`src/rtl/mem_arbiter.sv`:
```
// Arbiter sharing one single-ported memory between instruction fetch (I) and load/store (D).
// Define ARB_PERF_CNT_EN to add the saturating grant/stall performance counters.
module mem_arbiter #(
  parameter int unsigned AW         = 32,
  parameter int unsigned DW         = 32,
  parameter int unsigned MEM_LAT    = 0,
  parameter int unsigned STARVE_MAX = 4
) (
  input  logic            clk,
  input  logic            reset,
  input  logic            i_req,
  input  logic [AW-1:0]   i_addr,
  output logic            i_gnt,
  output logic            i_rvalid,
  output logic [DW-1:0]   i_rdata,
  input  logic            d_req,
  input  logic            d_we,
  input  logic [AW-1:0]   d_addr,
  input  logic [DW/8-1:0] d_be,
  input  logic [DW-1:0]   d_wdata,
  output logic            d_gnt,
  output logic            d_rvalid,
  output logic [DW-1:0]   d_rdata,
  output logic            m_en,
  output logic            m_we,
  output logic [AW-1:0]   m_addr,
  output logic [DW/8-1:0] m_be,
  output logic [DW-1:0]   m_wdata,
  input  logic [DW-1:0]   m_rdata,
  output logic            busy
`ifdef ARB_PERF_CNT_EN
  ,
  output logic [31:0]     i_grant_cnt,
  output logic [31:0]     d_grant_cnt,
  output logic [31:0]     i_stall_cnt
`endif
);

  localparam int unsigned BW = DW / 8;
  localparam int unsigned LW = 2;
  localparam int unsigned SW = 4;
  localparam logic [LW-1:0] LAT_INIT = (MEM_LAT > 0) ? LW'(MEM_LAT - 1) : '0;
  localparam logic [SW-1:0] STARVE_LIM = SW'(STARVE_MAX);

  typedef enum logic [1:0] {
    S_IDLE   = 2'd0,
    S_ACCESS = 2'd1,
    S_WAIT   = 2'd2,
    S_RESP   = 2'd3
  } state_t;

  typedef struct packed {
    logic          we;
    logic [AW-1:0] addr;
    logic [BW-1:0] be;
    logic [DW-1:0] wdata;
  } req_t;

  state_t        state_q, state_d;
  logic [LW-1:0] lat_q, lat_d;
  logic [SW-1:0] starve_q;
  logic          owner_d_q;
  logic          op_we_q;
  logic          gnt_any_c;
  logic          capture_c;
  req_t          sel_c;

  // Next state and combinational grants; grants only in IDLE/RESP and never while in reset.
  always_comb begin
    state_d = state_q;
    lat_d   = lat_q;
    i_gnt   = 1'b0;
    d_gnt   = 1'b0;
    case (state_q)
      S_IDLE, S_RESP: begin
        if (reset) begin
          if (i_req && (!d_req || (starve_q == STARVE_LIM))) begin
            i_gnt = 1'b1;
          end else if (d_req) begin
            d_gnt = 1'b1;
          end
        end
        state_d = (i_gnt || d_gnt) ? S_ACCESS : S_IDLE;
      end
      S_ACCESS: begin
        if (MEM_LAT == 0) begin
          state_d = S_RESP;
        end else begin
          state_d = S_WAIT;
          lat_d   = LAT_INIT;
        end
      end
      S_WAIT: begin
        if (lat_q == '0) begin
          state_d = S_RESP;
        end else begin
          lat_d = lat_q - LW'(1);
        end
      end
      default: state_d = S_IDLE;
    endcase
  end

  assign gnt_any_c = i_gnt || d_gnt;

  // m_rdata is valid on the last cycle before RESP.
  assign capture_c = ((state_q == S_ACCESS) && (MEM_LAT == 0)) ||
                     ((state_q == S_WAIT) && (lat_q == '0));

  // Payload of the winning requester; fetches read the whole word.
  always_comb begin
    sel_c = '0;
    if (i_gnt) begin
      sel_c.we    = 1'b0;
      sel_c.addr  = i_addr;
      sel_c.be    = '1;
      sel_c.wdata = '0;
    end else begin
      sel_c.we    = d_we;
      sel_c.addr  = d_addr;
      sel_c.be    = d_be;
      sel_c.wdata = d_wdata;
    end
  end

  always_ff @(posedge clk or negedge reset) begin
    if (!reset) begin
      state_q   <= S_IDLE;
      lat_q     <= '0;
      starve_q  <= '0;
      owner_d_q <= 1'b0;
      op_we_q   <= 1'b0;
      busy      <= 1'b0;
      m_en      <= 1'b0;
      m_we      <= 1'b0;
      m_addr    <= '0;
      m_be      <= '0;
      m_wdata   <= '0;
      i_rvalid  <= 1'b0;
      i_rdata   <= '0;
      d_rvalid  <= 1'b0;
      d_rdata   <= '0;
    end else begin
      state_q  <= state_d;
      lat_q    <= lat_d;
      busy     <= (state_d != S_IDLE);
      m_en     <= gnt_any_c;
      m_we     <= d_gnt && d_we;
      i_rvalid <= capture_c && !owner_d_q;
      d_rvalid <= capture_c && owner_d_q;

      if (gnt_any_c) begin
        m_addr    <= sel_c.addr;
        m_be      <= sel_c.be;
        m_wdata   <= sel_c.wdata;
        op_we_q   <= sel_c.we;
        owner_d_q <= d_gnt;
      end

      // Fetch progress: count data wins that bypassed a waiting fetch.
      if (i_gnt) begin
        starve_q <= '0;
      end else if (d_gnt && i_req && (starve_q != STARVE_LIM)) begin
        starve_q <= starve_q + SW'(1);
      end

      if (capture_c && !owner_d_q) begin
        i_rdata <= m_rdata;
      end
      if (capture_c && owner_d_q) begin
        d_rdata <= op_we_q ? '0 : m_rdata;
      end
    end
  end

`ifdef ARB_PERF_CNT_EN
  // Saturating performance counters.
  always_ff @(posedge clk or negedge reset) begin
    if (!reset) begin
      i_grant_cnt <= '0;
      d_grant_cnt <= '0;
      i_stall_cnt <= '0;
    end else begin
      if (i_gnt && (i_grant_cnt != '1)) begin
        i_grant_cnt <= i_grant_cnt + 32'd1;
      end
      if (d_gnt && (d_grant_cnt != '1)) begin
        d_grant_cnt <= d_grant_cnt + 32'd1;
      end
      if (i_req && !i_gnt && (i_stall_cnt != '1)) begin
        i_stall_cnt <= i_stall_cnt + 32'd1;
      end
    end
  end
`endif

endmodule

```
`config.mk`:
```
export PLATFORM = sky130hd
export DESIGN_NAME = mem_arbiter
export DESIGN_NICKNAME = d
export VERILOG_FILES = /design/src/rtl/mem_arbiter.sv
export SDC_FILE = /design/constraint.sdc
export NUM_CORES = 1
export LEC_CHECK = 0
export ABC_CLOCK_PERIOD_IN_PS = 4600
export CELL_PAD_IN_SITES_DETAIL_PLACEMENT = 1
export CELL_PAD_IN_SITES_GLOBAL_PLACEMENT = 2
export CORE_UTILIZATION = 28
export DETAILED_ROUTE_END_ITERATION = 6
export HOLD_SLACK_MARGIN = 0.08
export PLACE_DENSITY = 0.95
export SYNTH_ARGS = -nofsm -noshare
export SYNTH_HDL_FRONTEND = slang
export SYNTH_SLANG_ARGS = --single-unit
```
`constraint.sdc`:
```
create_clock -name clk -period 4.6 [get_ports clk]
set_input_delay 0.92 -clock clk [delete_from_list [all_inputs] [get_ports clk]]
set_output_delay 0.92 -clock clk [all_outputs]
set_load 0.005 [all_outputs]
```
Word level (Yosys, flattened, before mapping):

Cells that the tools add are included.

* register bits: 147
* input port bits: 137
* output and inout port bits: 139
* logic and storage cells: 58

* $add $sub $neg: 2
* equality and inequality tests: 5
* mux-type cells: 16
* bitwise operators: 1
* reductions and logical operators: 19

Operators by type and width (number)
* $mux 69: 1
* $mux 32: 1
* $mux 1: 10
* $mux 4: 2
* $logic_and 1x1->1: 7
* $pmux 2 s3: 1
* $add 4x1->4 const B: 1
* $eq 2x2->1 const B: 2
* $eq 4x3->1 const B: 1
* $logic_not 2->1: 2
* $logic_or 1x1->1: 4
* $ne 4x3->1 const B: 1
* $reduce_bool 2->1: 2
* $eq 2x1->1 const B: 1
* $logic_not 1->1: 2
* $mux 2: 1
* $reduce_and 2->1: 1
* $reduce_or 2->1: 1
* $sub 2x1->2 const B: 1
* $not 1->1: 1

Logic depth before layout (Yosys ltp):

* depth in word-level cells: 11
* gate-level depth with buffers: 8
* depth with buffers taken out: 6

Worst setup path before layout:

No wires, ideal clock.

* kind: input-to-output
* from: input d_req
* to: output i_gnt
* arrival: 1.662 ns
* path slack: 2.018 ns
* stages: 5
* buffers on the path: 3
* cell sequence: clkbuf_2 a21o_1 buf_6 inv_1 buf_2

* longest elaborated chain between the ends: 7

RTL lines
* from (decl): RTL line 16 `input logic d_req,`
* $logic_not 1->1: RTL line 77 `if (i_req && (!d_req || (starve_q == STARVE_LIM))) begin`
* $logic_or 1x1->1: RTL line 77
* $logic_and 1x1->1: RTL line 77
* $mux 1: RTL line 77
* $mux 1: RTL line 76 `if (reset) begin`
* $mux 1 (2 in series): RTL line 74 `case (state_q)`
* to (decl): RTL line 13 `output logic i_gnt,`

Every way passes these cells. The select of a mux whose other input is x is not followed.

Worst setup path after layout:

* from: input d_req
* to: output d_gnt

* longest elaborated chain between the ends: 7
* elaborated cells on any way between the ends: 8

RTL lines
* $logic_not 1->1: RTL line 77
* $logic_or 1x1->1: RTL line 77
* $logic_and 1x1->1: RTL line 77
* $mux 1 *: RTL line 77
* $mux 1 *: RTL line 76
* $mux 1 * (2 in series): RTL line 74
* to (decl): RTL line 21 `output logic d_gnt,`

Every way passes the cells marked *; elsewhere a longest branch is shown, timed or not. The select of a mux whose other input is x is not followed.

==> results.toml <==
[critical_path]
rrSetupSlack_ns = 2.13
critical_path_class = "input pin to primary output"
crit_arrival_ns = 2.50
required_ns = 3.68
rr_worst_depth = 6
cp-end-kind = "primary output"
r2r-end = "m_addr[28]"
critPathMaxFanout = 8
r2r-start = "state_q[0]"
startpoint_type = "input pin"

[clocking]
cts.reportedPaths.clkPinSlew_ns = 0.06
cts-root-buf = "clkbuf_16"
insertion_delay_ns = 0.42
numClockSinks = 147
post_cts_buffers = 0
h-tree-depth = 4
post_cts_resized = 0
holdBufCountCts = 0
cts_buffer_depth = 2
cts_buffers = 17
cts_tree = "done"

[timing]
rsz0062_at_grt = "no"
drv_slew = 0
slew_headroom_pct = 32.1
finalSetupViolCount = 0
fmaxAchievable_ghz = 0.292
worst_pin_slew_ns = 1.02
timing.setup.tns_ns = 0
finalClockSkew_ns = 0.00914
fin_crit_sh_pct = 74.4
fin_crit_ns = 3.42
hold_viol = 0

[layout]
stdcell_count = 1062
drive_above_1_share_pct = 20.5
antenna_cells = 0
area_growth_pct = 56.6
nets = 911

[synth]
ys_types = 29
synth_area_sq_mm = 0.00634
synthDominantCellAreaShare_pct = 58.0
ys.flop_type = "dfrtp_1"
synth_area_per_cell_sq_um = 12.8
synth_nets = 637
yosys_warnings = 0
async_flop_share_pct = 100
synth.area.top_cells = "dfrtp_1 58%, mux2_2 16%, mux2_4 5.7%"
syn_inst = 495
ys_seq_area_share_pct = 58.0
yosysTopAreaCell = "dfrtp_1"
synth_edf_count = 0
synth_seq_cells = 147

[die]
fp.dieW_um = 153
pin_count = 276
rows = 54
start_util_pct = 28.8
fp.dieArea_sq_mm = 0.0233
core_area_sq_mm = 0.0220
fp.dieH_um = 153

[grt]
grt_pass1_wl_um = 29700
grt_overflow_total = 0
antenna_found_initial = 0
grt_max_degree = 56
grt_pass1_vias = 5257
grt_usage_pct = 16.6

[route]
via_per_inst = 4.56
drtIter0Drc = 165
vias = 4842
route.detailed.drc = 21
antenna_left = 0
wire_per_inst_um = 17.4
drt-total-wl_um = 18500
dr.pass1.iters = 7

[placed_design]
io_buffers = 275
hpwl_um = 13300
place_inst = 1030
place.gp.congestion = 0.751

[pwr]
powerDensity_mw_per_mm2 = 669
leakagePower_nw = 4.27
peakVddDrop_mv = 0.259
finalPower_mw = 6.64

[outcome]
violations = "DRC"
status = "finished, violations left"

[run]
cap_violations = 0

[worst_hold_path]
hold_path_class = "input pin to asynchronous set/reset pin"
synth_stat cells, drive strengths merged, types with 2 or more instances:
| cell type | n |
|---|---|
| nor2b | 32 |
| nand3 | 7 |
| o21a | 2 |
| nand2 | 77 |
| ha | 5 |
| dfrtp | 147 |
| nand2b | 2 |
| a21oi | 33 |
| nand4 | 3 |
| nand4b | 2 |
| a21o | 2 |
| nand3b | 2 |
| clkbuf | 7 |
| mux2 | 128 |
| o21ai | 4 |
| o211ai | 2 |
| buf | 22 |
| inv | 11 |
| and3 | 3 |
worst max-delay path by stage:
stage / start / to / slack [ns] / cells after the start
floorplan: d_req / i_gnt / 2.02 / 5
global placement: i_req / i_gnt / 1.21 / 5
detailed placement: d_req / d_gnt / 1.19 / 4
CTS: i_req / i_gnt / 1.18 / 5
global route: i_req / i_gnt / 1.10 / 5
finish: d_req / d_gnt / 1.18 / 4
power by group:
part	switching (mW)	leakage [nW]	total [mW]	internal, mW
sequential	0.333	1.78	2.25	1.92
combinational	1.08	2.21	3.03	1.95
clock	0.601	0.276	1.36	0.761
total	2.02	4.27	6.64	4.63
routing by layer:
layer	vias to the layer above	track usage, %	share of wire, %
met4	0	5.53	1.8
met2	189	27.8	50
met5	-	0	0
met1	2408	19.4	40
li1	2225	-	-
met3	20	6.31	8.7
cells by family after synthesis:
family | synth area share, %
buffers and inverters | 3.18
muxes | 24.1
adders and majority gates | 0.986
DFF | 58.0
and+or+nand+nor | 9.80
AOI/OAI and AO/OA | 3.77
xor gates and xnor gates | 0.138
cells in the final DEF (no fill, tap or decap), types with 2 or more instances in the layout:
cell type and count:
clkinv_2 2, o211ai_1 2, clkinvlp_4 2, a21oi_1 33, dfrtp_1 147, o21a_1 2
nand3b_1 2, nand3_1 6, nor2b_1 32, o21ai_0 4, inv_6 6, ha_1 5
mux2_4 24, nand2_1 77, clkbuf_16 17, inv_8 2, and3_1 3, inv_1 11
clkdlybuf4s50_1 274, mux2_1 12, nand4_1 3, mux2_2 92, buf_4 9, nand4b_1 2
nand2b_1 2
final cells by class:
type / instances / area [sq um]
multi-input cells: 308 / 2470
clock inverters: 14 / 139
fillers: 2316 / 12100
repair buffers: 284 / 2820
flip-flops and latches: 147 / 3680
well taps: 280 / 350
clock buffers: 18 / 429
inverters: 11 / 41.3
worst max-delay path: stages:
cell	delay, ns
clkdlybuf4s50_1	0.63
and3_1	0.22
o21a_1	0.19
clkdlybuf4s50_1	0.54
flip-flops by register name, summed over array words and instances (netlist names):
| name | flops |
|---|---|
| busy | 1 |
| d_rdata | 32 |
| d_rvalid | 1 |
| i_rdata | 32 |
| i_rvalid | 1 |
| lat_q | 2 |
| m_addr | 32 |
| m_be | 4 |
| m_en | 1 |
| m_wdata | 32 |
| m_we | 1 |
| op_we_q | 1 |
| owner_d_q | 1 |
| starve_q | 4 |
| state_q | 2 |
metrics by stage:
stage	hold WS [ns]	setup WS [ns]	utilization [%]	instance area, sq um
after floorplan	0.446	2.02	-	6340
after global placement	0.464	1.21	42.5	9360
after detailed placement	0.463	1.19	42.5	9360
after CTS	0.460	1.18	45.1	9930
after global routing	0.474	1.10	45.1	9930
final	0.453	1.18	45.1	9930
No activity file was read; power rests on OpenSTA's default activity.
